File: config.mk
export PLATFORM = sky130hd
export DESIGN_NAME = jk_excitation_driver_flat
export DESIGN_NICKNAME = d
export VERILOG_FILES = /design/src/rtl/jk_excitation_driver_if.sv /design/src/rtl/jk_excitation_driver.sv /design/src/flat_wrapper.sv
export SDC_FILE = /design/constraint.sdc
export NUM_CORES = 1
export LEC_CHECK = 0
export CAP_MARGIN = 15
export CORE_ASPECT_RATIO = 1.75
export CORE_MARGIN = 2
export CORE_UTILIZATION = 35
export DETAILED_ROUTE_END_ITERATION = 10
export PLACE_DENSITY = 0.69
export SLEW_MARGIN = 10
export SYNTH_ARGS = -nofsm -noshare
export SYNTH_HDL_FRONTEND = slang
export SYNTH_SLANG_ARGS = --single-unit
export TNS_END_PERCENT = 10
File: constraint.sdc
create_clock -name clk -period 4.3 [get_ports clk]
set_input_delay 0.86 -clock clk [delete_from_list [all_inputs] [get_ports clk]]
set_output_delay 0.86 -clock clk [all_outputs]
set_load 0.005 [all_outputs]
File: src/rtl/jk_excitation_driver_if.sv
// Target channel, J/K bank drive and self-check results for jk_excitation_driver.
// The master side is the target source and flip-flop bank. The slave side is the driver.
interface jk_excitation_driver_if #(
  parameter int WIDTH = 4,
  parameter int ERR_W = 8
);
  logic             tgt_valid;
  logic             tgt_ready;
  logic [WIDTH-1:0] tgt_q;
  logic [WIDTH-1:0] j;
  logic [WIDTH-1:0] k;
  logic             ff_en;
  logic [WIDTH-1:0] q_obs;
  logic             done;
  logic             mismatch;
  logic [ERR_W-1:0] err_cnt;

  modport master (
    output tgt_valid, tgt_q, q_obs,
    input  tgt_ready, j, k, ff_en, done, mismatch, err_cnt
  );

  modport slave (
    input  tgt_valid, tgt_q, q_obs,
    output tgt_ready, j, k, ff_en, done, mismatch, err_cnt
  );
endinterface

File: src/rtl/jk_excitation_driver.sv
// Drives a JK flip-flop bank to target Q vectors and checks Q after settling; done 2+SETTLE_CYC cycles after accept.
// Backpressure: tgt_ready is high only in IDLE, giving one target per 3+SETTLE_CYC cycles.
module jk_excitation_driver #(
  parameter int WIDTH      = 4,
  parameter int SETTLE_CYC = 1,
  parameter int X_POLICY   = 0,
  parameter int ERR_W      = 8
) (
  input  logic             clk,
  input  logic             rst_n,
  jk_excitation_driver_if.slave bus
);

  typedef enum logic [1:0] {
    IDLE   = 2'd0,
    DRIVE  = 2'd1,
    SETTLE = 2'd2,
    CHECK  = 2'd3
  } state_t;

  localparam int               CNT_W    = (SETTLE_CYC > 1) ? $clog2(SETTLE_CYC) : 1;
  localparam logic [CNT_W-1:0] CNT_LAST = CNT_W'(SETTLE_CYC - 1);
  localparam logic [ERR_W-1:0] ERR_MAX  = '1;
  localparam logic             X_FILL   = (X_POLICY != 0);

  state_t           state;
  logic [WIDTH-1:0] cur_q;
  logic [WIDTH-1:0] exp_q;
  logic [WIDTH-1:0] j_nxt;
  logic [WIDTH-1:0] k_nxt;
  logic [CNT_W-1:0] settle_cnt;
  logic             q_differs;

  // Excitation table: a 0 bit only cares about J, a 1 bit only cares about K.
  always_comb begin
    j_nxt = '0;
    k_nxt = '0;
    for (int i = 0; i < WIDTH; i++) begin
      if (cur_q[i]) begin
        j_nxt[i] = X_FILL;
        k_nxt[i] = ~bus.tgt_q[i];
      end else begin
        j_nxt[i] = bus.tgt_q[i];
        k_nxt[i] = X_FILL;
      end
    end
  end

  assign bus.tgt_ready = (state == IDLE);
  assign q_differs     = (bus.q_obs != exp_q);

  always_ff @(posedge clk or negedge rst_n) begin
    if (!rst_n) begin
      state        <= IDLE;
      cur_q        <= '0;
      exp_q        <= '0;
      settle_cnt   <= '0;
      bus.j        <= '0;
      bus.k        <= '0;
      bus.ff_en    <= 1'b0;
      bus.done     <= 1'b0;
      bus.mismatch <= 1'b0;
      bus.err_cnt  <= '0;
    end else begin
      bus.j        <= '0;
      bus.k        <= '0;
      bus.ff_en    <= 1'b0;
      bus.done     <= 1'b0;
      bus.mismatch <= 1'b0;
      case (state)
        IDLE: begin
          if (bus.tgt_valid) begin
            exp_q     <= bus.tgt_q;
            bus.j     <= j_nxt;
            bus.k     <= k_nxt;
            bus.ff_en <= 1'b1;
            state     <= DRIVE;
          end
        end
        DRIVE: begin
          settle_cnt <= '0;
          state      <= SETTLE;
        end
        SETTLE: begin
          // The bank's Q is sampled on the SETTLE exit edge so the result is visible during CHECK.
          if (settle_cnt == CNT_LAST) begin
            bus.done     <= 1'b1;
            bus.mismatch <= q_differs;
            if (q_differs && (bus.err_cnt != ERR_MAX)) begin
              bus.err_cnt <= bus.err_cnt + 1'b1;
            end
            cur_q <= bus.q_obs;
            state <= CHECK;
          end else begin
            settle_cnt <= settle_cnt + 1'b1;
          end
        end
        CHECK: begin
          state <= IDLE;
        end
        default: begin
          state <= IDLE;
        end
      endcase
    end
  end

endmodule

File: src/flat_wrapper.sv
// flat-port wrapper written by rule: the top's interface ports become plain ports
module jk_excitation_driver_flat 
#(
  parameter int WIDTH      = 4,
  parameter int SETTLE_CYC = 1,
  parameter int X_POLICY   = 0,
  parameter int ERR_W      = 8
)
  (clk, rst_n, bus_tgt_valid, bus_tgt_q, bus_q_obs, bus_tgt_ready, bus_j, bus_k, bus_ff_en, bus_done, bus_mismatch, bus_err_cnt);
  jk_excitation_driver_if #(.WIDTH(WIDTH), .ERR_W(ERR_W)) bus_i ();
  input  logic clk;
  input  logic rst_n;
  input wire logic [$bits(bus_i.tgt_valid)-1:0] bus_tgt_valid;
  input wire logic [$bits(bus_i.tgt_q)-1:0] bus_tgt_q;
  input wire logic [$bits(bus_i.q_obs)-1:0] bus_q_obs;
  output wire logic [$bits(bus_i.tgt_ready)-1:0] bus_tgt_ready;
  output wire logic [$bits(bus_i.j)-1:0] bus_j;
  output wire logic [$bits(bus_i.k)-1:0] bus_k;
  output wire logic [$bits(bus_i.ff_en)-1:0] bus_ff_en;
  output wire logic [$bits(bus_i.done)-1:0] bus_done;
  output wire logic [$bits(bus_i.mismatch)-1:0] bus_mismatch;
  output wire logic [$bits(bus_i.err_cnt)-1:0] bus_err_cnt;
  assign bus_i.tgt_valid = bus_tgt_valid;
  assign bus_i.tgt_q = bus_tgt_q;
  assign bus_i.q_obs = bus_q_obs;
  assign bus_tgt_ready = bus_i.tgt_ready;
  assign bus_j = bus_i.j;
  assign bus_k = bus_i.k;
  assign bus_ff_en = bus_i.ff_en;
  assign bus_done = bus_i.done;
  assign bus_mismatch = bus_i.mismatch;
  assign bus_err_cnt = bus_i.err_cnt;
  jk_excitation_driver #(.WIDTH(WIDTH), .SETTLE_CYC(SETTLE_CYC), .X_POLICY(X_POLICY), .ERR_W(ERR_W)) u_core (.clk(clk), .rst_n(rst_n), .bus(bus_i));
endmodule
==> summary.txt, run 1 <==
Die Y -> 81.2 um
Unique masters post-synth -> 22
YS warnings -> 0
Final setup viols -> 0
synthesized area per cell -> 13.5 um^2
slowest stage delay, CP -> 0.53 ns
Setup CP Type -> reg -> out
Post-CTS Hold Buffers -> 0
1st-iter DRT viols -> 7
unrepaired setup endpoints after global routing -> false
final wirelength -> 2330 um
status -> complete, no violations
residual DRC count -> 0
Initial DRT Pass Iterations -> 4
Mapped Nets -> 102
final worst setup slack -> 1.94 ns
worst hold path type -> reg -> reg
crit path max fanout -> 5
Worst-path clk slew -> 0.05 ns
Post-CTS Resized -> 0
Fin. Hold Viols -> 0
Synth Area in XOR/XNOR -> 7.35%
commonest non-fill, non-tap cell in the layout -> clkdlybuf4s50_1
die area -> 3900 um^2
CP endpoint kind -> output pin
f_max -> 0.423 GHz
drt via density -> 4.73
largest area contributor in the netlist -> dfrtp_1
startpoint types -> flip-flop
sw frac -> 31.1%
post-synthesis compound-gate area fraction -> 3.78%
minimum clock period -> 2.36 ns
clk root buf -> clkbuf_8
IO Count -> 31
synth top area cells -> dfrtp_1 61%, mux2_2 7.6%, xor2_1 7.4%
total CTS buffers -> 5
commonest cells after routing, fill and taps aside -> 30 x clkdlybuf4s50_1, 29 x dfrtp_1, 10 x xor2_1, 9 x nor3b_1, 8 x mux2_2
Critical Path, Cell by Cell -> inv_1 -> ha_1 -> clkdlybuf4s50_1
Sequential Area -> 726 um^2
Gate Count Post-Synth -> 88
# fillers -> 304
H-Tree Depth -> 2
Worst Path Required -> 3.44 ns
Area Growth Syn to Fin -> 37.5%
number of global-route vias before repair -> 851
largest net degree at the start of global routing -> 30
clock power share -> 21.1%
largest family of logic cells by synthesized area -> simple AND/OR/NAND/NOR gates
Simple-Gate Fraction of Synth Area -> 13.1%
clk sink count -> 29
worst slack, placed -> 1.66 ns
global-route wire length before repair -> 3540 um
Antenna diodes -> 0
GP Congestion -> 0.772
Synth top area share -> 60.9%
Multi-input gate area -> 443 um^2
period utilisation layout -> 55.0%
Core Region -> 3330 um^2
sequential-to-total area share from yosys stat -> 60.9%
WHS -> 0.456 ns
IO buf count -> 30
WL per Instance -> 13.7 um
Post-DP Area -> 1550 um^2
setup bufs post-CTS -> 0
multiplexer share of the synthesized area -> 9.77%
synthesized cell area -> 1190 um^2
GRT Total Usage -> 13.3%
Layout Nets -> 139
Yosys reg bits -> 29
Setup TNS -> 0 ns
Final Slew Violations -> 0
gr ovfl total -> 0
CTS tree -> yes
worst slew pin tran -> 0.618 ns
Starting Density -> 35.8%
Rows -> 28
clk_skew -> 0.00369 ns
PnR Total Power -> 1030 uW
Die X -> 48.1 um
P_int -> 712 uW
Worst path slowest cell -> clkdlybuf4s50_1
final instance area -> 1640 um^2
ANT nets after route -> 0
share of layout cells above drive strength 1 -> 15.2%
worst skew pair latency -> 0.27 ns
worst vdd ir -> 0.321 mV
Switch Pwr -> 322 uW
CP Data Arrival Time -> 1.50 ns
Comb pwr share -> 36.4%
max-cap violations -> 0
via count -> 804
Slew HR -> 58.5%
initial antenna violation count -> 0
Final HPWL DP -> 1780 um
Lkg Pwr -> 0.000722 uW
Reg power frac -> 42.5%
Synth Area in Adders -> 3.15%
Longest Clk Path Bufs -> 2
Power Density -> 631 nW/um^2
-- stage by stage --
step / cells / util (%)
after floorplan: 88 / -
after global placement: 163 / 46.6
after detailed placement: 163 / 46.6
after CTS: 170 / 49.2
after global routing: 170 / 49.2
final: 170 / 49.2
-- synthesized netlist by cell type --
library cell	instances
nor4_1	2
nand4_1	1
dfrtp_1	29
ha_1	3
nor3_2	1
nor3b_1	9
nor2_2	1
inv_1	5
mux2_1	1
clkbuf_1	1
nor3_1	3
a21oi_1	1
mux2_4	1
o21ai_0	1
o31ai_1	1
xor2_1	10
o41ai_4	1
nor2_1	2
nand3_1	2
nand2b_1	1
mux2_2	8
nand2_1	4
-- power by group through the flow --
| stage | logic, uW | registers [uW] | clock network (uW) |
|---|---|---|---|
| floorplan | 218 | 434 | 0 |
| global placement | 367 | 439 | 0 |
| detailed placement | 380 | 445 | 0 |
| CTS | 384 | 441 | 225 |
| global route | 416 | 452 | 236 |
| finish | 376 | 439 | 218 |
-- per-layer routing --
layer	up-vias	track usage (%)	wire [um]	share of wire (%)
met1	397	11.4	847	36
li1	373	-	-	-
met4	0	7.30	55	2.4
met2	30	24.7	1320	56
met5	-	0	0	0
met3	4	4.22	112	4.8
-- critical path, delay by kind of cell (launching register included) --
| kind | cells | cell delay [ns] |
|---|---|---|
| adder cells (fa/ha/maj) | 1 | 0.25 |
| buffers and inverters | 2 | 0.61 |
| flip-flops | 1 | 0.37 |
-- cell families (layout without fill, tap and decap cells) --
group	Yosys count	after routing
DFF	29	29
and+or+nand+nor	26	26
xor gates and xnor gates	10	10
muxes	10	10
buffers and inverters	6	43
AOI/OAI and AO/OA	4	4
adders and majority gates	3	3
-- cell type report --
type / instances / area share (%)
clock buffers: 7 / 5.27
inverters: 5 / 1.15
multi-input cells: 53 / 27.0
flip-flops and latches: 29 / 44.3
well taps: 45 / 3.44
repair buffers: 31 / 18.8
-- flip-flops by register name, indices dropped and copies added (netlist names) --
signal	cells
u_core.bus.done	1
u_core.bus.err_cnt	8
u_core.bus.ff_en	1
u_core.bus.j	4
u_core.bus.k	4
u_core.bus.mismatch	1
u_core.cur_q	4
u_core.exp_q	4
u_core.state	2
-- path summary, 6_finish.rpt --
kind                                               to                  start  cells past startpoint  slack (ns)
worst max-delay path                    bus_tgt_ready        u_core.state[0]                      3        1.94
worst max register to register  u_core.bus.err_cnt[1]  u_core.bus.err_cnt[0]                      5        2.46
min in group asynchronous       u_core.bus.err_cnt[7]                  rst_n                      2        0.99
worst min register to register        u_core.bus.j[2]        u_core.cur_q[2]                      1        0.46
worst min-delay path                  u_core.bus.j[2]        u_core.cur_q[2]                      1        0.46
max in group asynchronous             u_core.bus.j[2]                  rst_n                      2        3.04
Power figures use the tool's default switching activity.
==> run 2, diff against run 1 <==
- clock period: 4.3 -> 2.4 ns (I/O delays scaled with it)
==> summary.txt, run 2 (same netlist as run 1, synthesis figures left out) <==
status -> complete, no violations
commonest non-fill, non-tap cell in the layout -> clkdlybuf4s50_1
slowest stage delay, CP -> 0.53 ns
Slew HR -> 58.8%
IO Count -> 31
max-cap violations -> 0
share of layout cells above drive strength 1 -> 16.5%
sw frac -> 31.4%
setup bufs post-CTS -> 0
f_max -> 0.503 GHz
total CTS buffers -> 5
global-route wire length before repair -> 3620 um
Power Density -> 1140 nW/um^2
Setup TNS -> 0 ns
period utilisation layout -> 82.8%
Fin. Hold Viols -> 0
gr ovfl total -> 0
Post-DP Area -> 1570 um^2
Initial DRT Pass Iterations -> 3
Setup CP Type -> reg -> out
worst vdd ir -> 0.715 mV
final wirelength -> 2400 um
Worst path slowest cell -> clkdlybuf4s50_1
Area Growth Syn to Fin -> 38.8%
drt via density -> 4.74
Rows -> 28
clk root buf -> clkbuf_8
worst hold path type -> reg -> reg
via count -> 816
Worst-path clk slew -> 0.06 ns
largest register by flop count -> u_core.bus.err_cnt
Post-CTS Resized -> 0
P_int -> 1300 uW
Lkg Pwr -> 0.000732 uW
Reg power frac -> 41.8%
Largest register FFs -> 8
largest net degree at the start of global routing -> 30
GRT Total Usage -> 13.7%
IO buf count -> 30
Longest Clk Path Bufs -> 2
Final Util -> 49.7%
ANT nets after route -> 0
Die Y -> 81.2 um
unrepaired setup endpoints after global routing -> false
PnR Total Power -> 1890 uW
die area -> 3900 um^2
H-Tree Depth -> 2
Comb pwr share -> 37.2%
worst skew pair latency -> 0.27 ns
Critical Path, Cell by Cell -> inv_1 -> ha_1 -> clkdlybuf4s50_1
Final setup viols -> 0
Final HPWL DP -> 1750 um
Core Region -> 3330 um^2
CTS tree -> yes
clock power share -> 21.0%
GP Congestion -> 0.802
number of global-route vias before repair -> 828
Worst Path Required -> 1.92 ns
Switch Pwr -> 593 uW
1st-iter DRT viols -> 13
final instance area -> 1650 um^2
Post-CTS Hold Buffers -> 0
Starting Density -> 35.8%
Final Slew Violations -> 0
CP Data Arrival Time -> 1.51 ns
clk sink count -> 29
worst slew pin tran -> 0.614 ns
Layout Nets -> 141
Antenna diodes -> 0
residual DRC count -> 0
CP endpoint kind -> output pin
startpoint types -> flip-flop
WL per Instance -> 13.9 um
commonest cells after routing, fill and taps aside -> 30 x clkdlybuf4s50_1, 29 x dfrtp_1, 10 x xor2_1, 9 x nor3b_1, 8 x mux2_2
clk_skew -> 0.00479 ns
initial antenna violation count -> 0
minimum clock period -> 1.99 ns
crit path max fanout -> 5
Die X -> 48.1 um
## run 2: critical path: cells and delay by family (launching register included)
kind	cells	cell delay, ns
buf+inv	2	0.61
flops	1	0.38
fa+ha+maj	1	0.24
## run 2: final timing paths
check,from,end,slack [ns],depth (start not counted)
max,u_core.state[0],bus_tgt_ready,0.41,3
min,u_core.cur_q[2],u_core.bus.j[2],0.45,1
max reg2reg,u_core.bus.err_cnt[0],u_core.bus.err_cnt[1],0.52,5
min reg2reg,u_core.cur_q[2],u_core.bus.j[2],0.45,1
max in group asynchronous,rst_n,u_core.exp_q[2],1.54,2
min in group asynchronous,rst_n,u_core.bus.err_cnt[5],0.59,2
## run 2: layer usage
layer / share of wire, % / GRT usage, % / vias to the layer above
met2: 56 / 24.5 / 27
met4: 1.9 / 8.11 / 0
met3: 4.5 / 4.00 / 4
met1: 38 / 12.6 / 411
li1: - / - / 374
met5: 0 / 0 / -
## run 2: stage by stage
stage                     instances  setup slack [ns]  hold slack, ns
after floorplan                  88             0.706           0.184
after global placement          165             0.212           0.427
after detailed placement        165             0.181           0.445
after CTS                       172             0.385           0.448
after global routing            172             0.310           0.474
final                           172             0.412           0.454
## run 2: power by group through the flow
| stage | combinational (uW) | clock, uW | sequential (uW) |
|---|---|---|---|
| 2_1_floorplan | 391 | 0 | 777 |
| 3_3_place_gp | 696 | 0 | 787 |
| 3_5_place_dp | 711 | 0 | 795 |
| 4_1_cts | 715 | 415 | 790 |
| 5_1_grt | 770 | 430 | 810 |
| 6_report | 703 | 396 | 789 |
## run 2: layout make-up
class                           count  area [um^2]
Multi-Input combinational cell     53          443
Inverter                            5         18.8
Sequential cell                    29          726
Tap cell                           45         56.3
Fill cell                         299         1680
Clock buffer                        7         86.3
Timing Repair Buffer               33          323
==> run 3, diff against run 2 <==
- clock period: 2.4 -> 2.07 ns (I/O delays scaled with it)
==> summary.txt, run 3 (same netlist as run 1, synthesis figures left out) <==
CP endpoint kind -> output pin
cell family with most CP delay -> buffers and inverters
Final setup viols -> 0
Critical Path, Cell by Cell -> inv_1 -> ha_1 -> clkdlybuf4s50_1
Switch Pwr -> 679 uW
1st-iter DRT viols -> 7
Final Slew Violations -> 0
via count -> 807
IO buf count -> 30
clk sink count -> 29
Lkg Pwr -> 0.000737 uW
setup bufs post-CTS -> 0
slowest stage delay, CP -> 0.53 ns
status -> complete, no violations
Final HPWL DP -> 1800 um
Fin. Hold Viols -> 0
die area -> 3900 um^2
Die Y -> 81.2 um
Starting Density -> 35.8%
P_int -> 1510 uW
drt via density -> 4.66
WL per Instance -> 13.6 um
Rows -> 28
CP Data Arrival Time -> 1.51 ns
Longest Clk Path Bufs -> 2
number of global-route vias before repair -> 845
worst skew pair latency -> 0.28 ns
Multi-input gate area -> 443 um^2
clk_skew -> 0.00417 ns
f_max -> 0.521 GHz
Sequential Area -> 726 um^2
worst vdd ir -> 0.549 mV
commonest cells after routing, fill and taps aside -> 30 x clkdlybuf4s50_1, 29 x dfrtp_1, 10 x xor2_1, 9 x nor3b_1, 8 x mux2_2
gr ovfl total -> 0
Comb pwr share -> 37.6%
Core Region -> 3330 um^2
Die X -> 48.1 um
Area Growth Syn to Fin -> 39.4%
Layout Nets -> 142
Initial DRT Pass Iterations -> 2
startpoint types -> flip-flop
worst reg2reg setup slack -> 0.22 ns
Worst Path Required -> 1.66 ns
worst hold path type -> reg -> reg
residual DRC count -> 0
H-Tree Depth -> 2
GP Congestion -> 0.830
crit path max fanout -> 5
max-cap violations -> 0
clk root buf -> clkbuf_8
Crit. Startpoint -> u_core.state[1]
period utilisation layout -> 92.8%
global-route wire length before repair -> 3570 um
Hold Startpoint -> u_core.cur_q[1]
minimum clock period -> 1.92 ns
Slew HR -> 57.4%
largest register by flop count -> u_core.bus.err_cnt
final wirelength -> 2350 um
IO Count -> 31
Power Density -> 1320 nW/um^2
Post-CTS Resized -> 0
initial antenna violation count -> 0
Worst-path clk slew -> 0.06 ns
worst slew pin tran -> 0.634 ns
GRT Total Usage -> 13.7%
CTS tree -> yes
Antenna diodes -> 0
total CTS buffers -> 5
worst path bufs/invs -> 2
sw frac -> 31.0%
r2r startpoint -> u_core.bus.err_cnt[0]
commonest non-fill, non-tap cell in the layout -> clkdlybuf4s50_1
clock power share -> 20.9%
share of layout cells above drive strength 1 -> 17.2%
ANT nets after route -> 0
WHS -> 0.451 ns
largest net degree at the start of global routing -> 30
unrepaired setup endpoints after global routing -> false
Setup CP Type -> reg -> out
Reg power frac -> 41.5%
Setup TNS -> 0 ns
# fillers -> 298
Post-CTS Hold Buffers -> 0
Largest register FFs -> 8
Worst path slowest cell -> clkdlybuf4s50_1
==> run 3: changes by cell type in the layout (fill, tap and decap cells not counted), sizes merged <==
cell | previous run | this run
buf | 3 | 4
==> run 3: worst paths after layout <==
check                                             end  depth (start not counted)
worst min-delay path                  u_core.bus.j[1]                          1
max in group asynchronous             u_core.bus.j[0]                          2
min in group asynchronous            u_core.bus.ff_en                          2
worst min register to register        u_core.bus.j[1]                          1
worst max register to register  u_core.bus.err_cnt[1]                          5
worst max-delay path                    bus_tgt_ready                          3
==> run 3: power groups by stage <==
stage / registers, uW / logic, uW / clock network (uW)
finish: 910 / 824 / 459
CTS: 912 / 841 / 468
floorplan: 901 / 454 / 0
detailed placement: 922 / 832 / 0
global route: 934 / 906 / 503
global placement: 913 / 809 / 0
==> run 3: per-layer routing <==
metal	share of wire, %	global-route usage, %	wire (um)
met1	36	12.6	844
met2	54	23.9	1280
met3	6.4	4.89	150
met4	3.2	8.11	74
met5	0	0	0
==> run 3: cell type report <==
class	count	share of cell area, %
clock buffer	7	5.20
inverter	5	1.13
multi-input combinational	53	26.7
sequential	29	43.7
tap	45	3.39
timing repair buffer	34	19.9
==> run 3: metrics by stage <==
stage,instances,setup slack [ns],utilization (%),cell area [um^2],power [uW]
floorplan,88,0.408,-,1190,1350
global placement,166,-0.0997,47.3,1570,1720
detailed placement,166,-0.138,47.3,1570,1750
CTS,173,0.154,49.9,1660,2220
global route,173,0.0577,49.9,1660,2340
finish,173,0.150,49.9,1660,2190
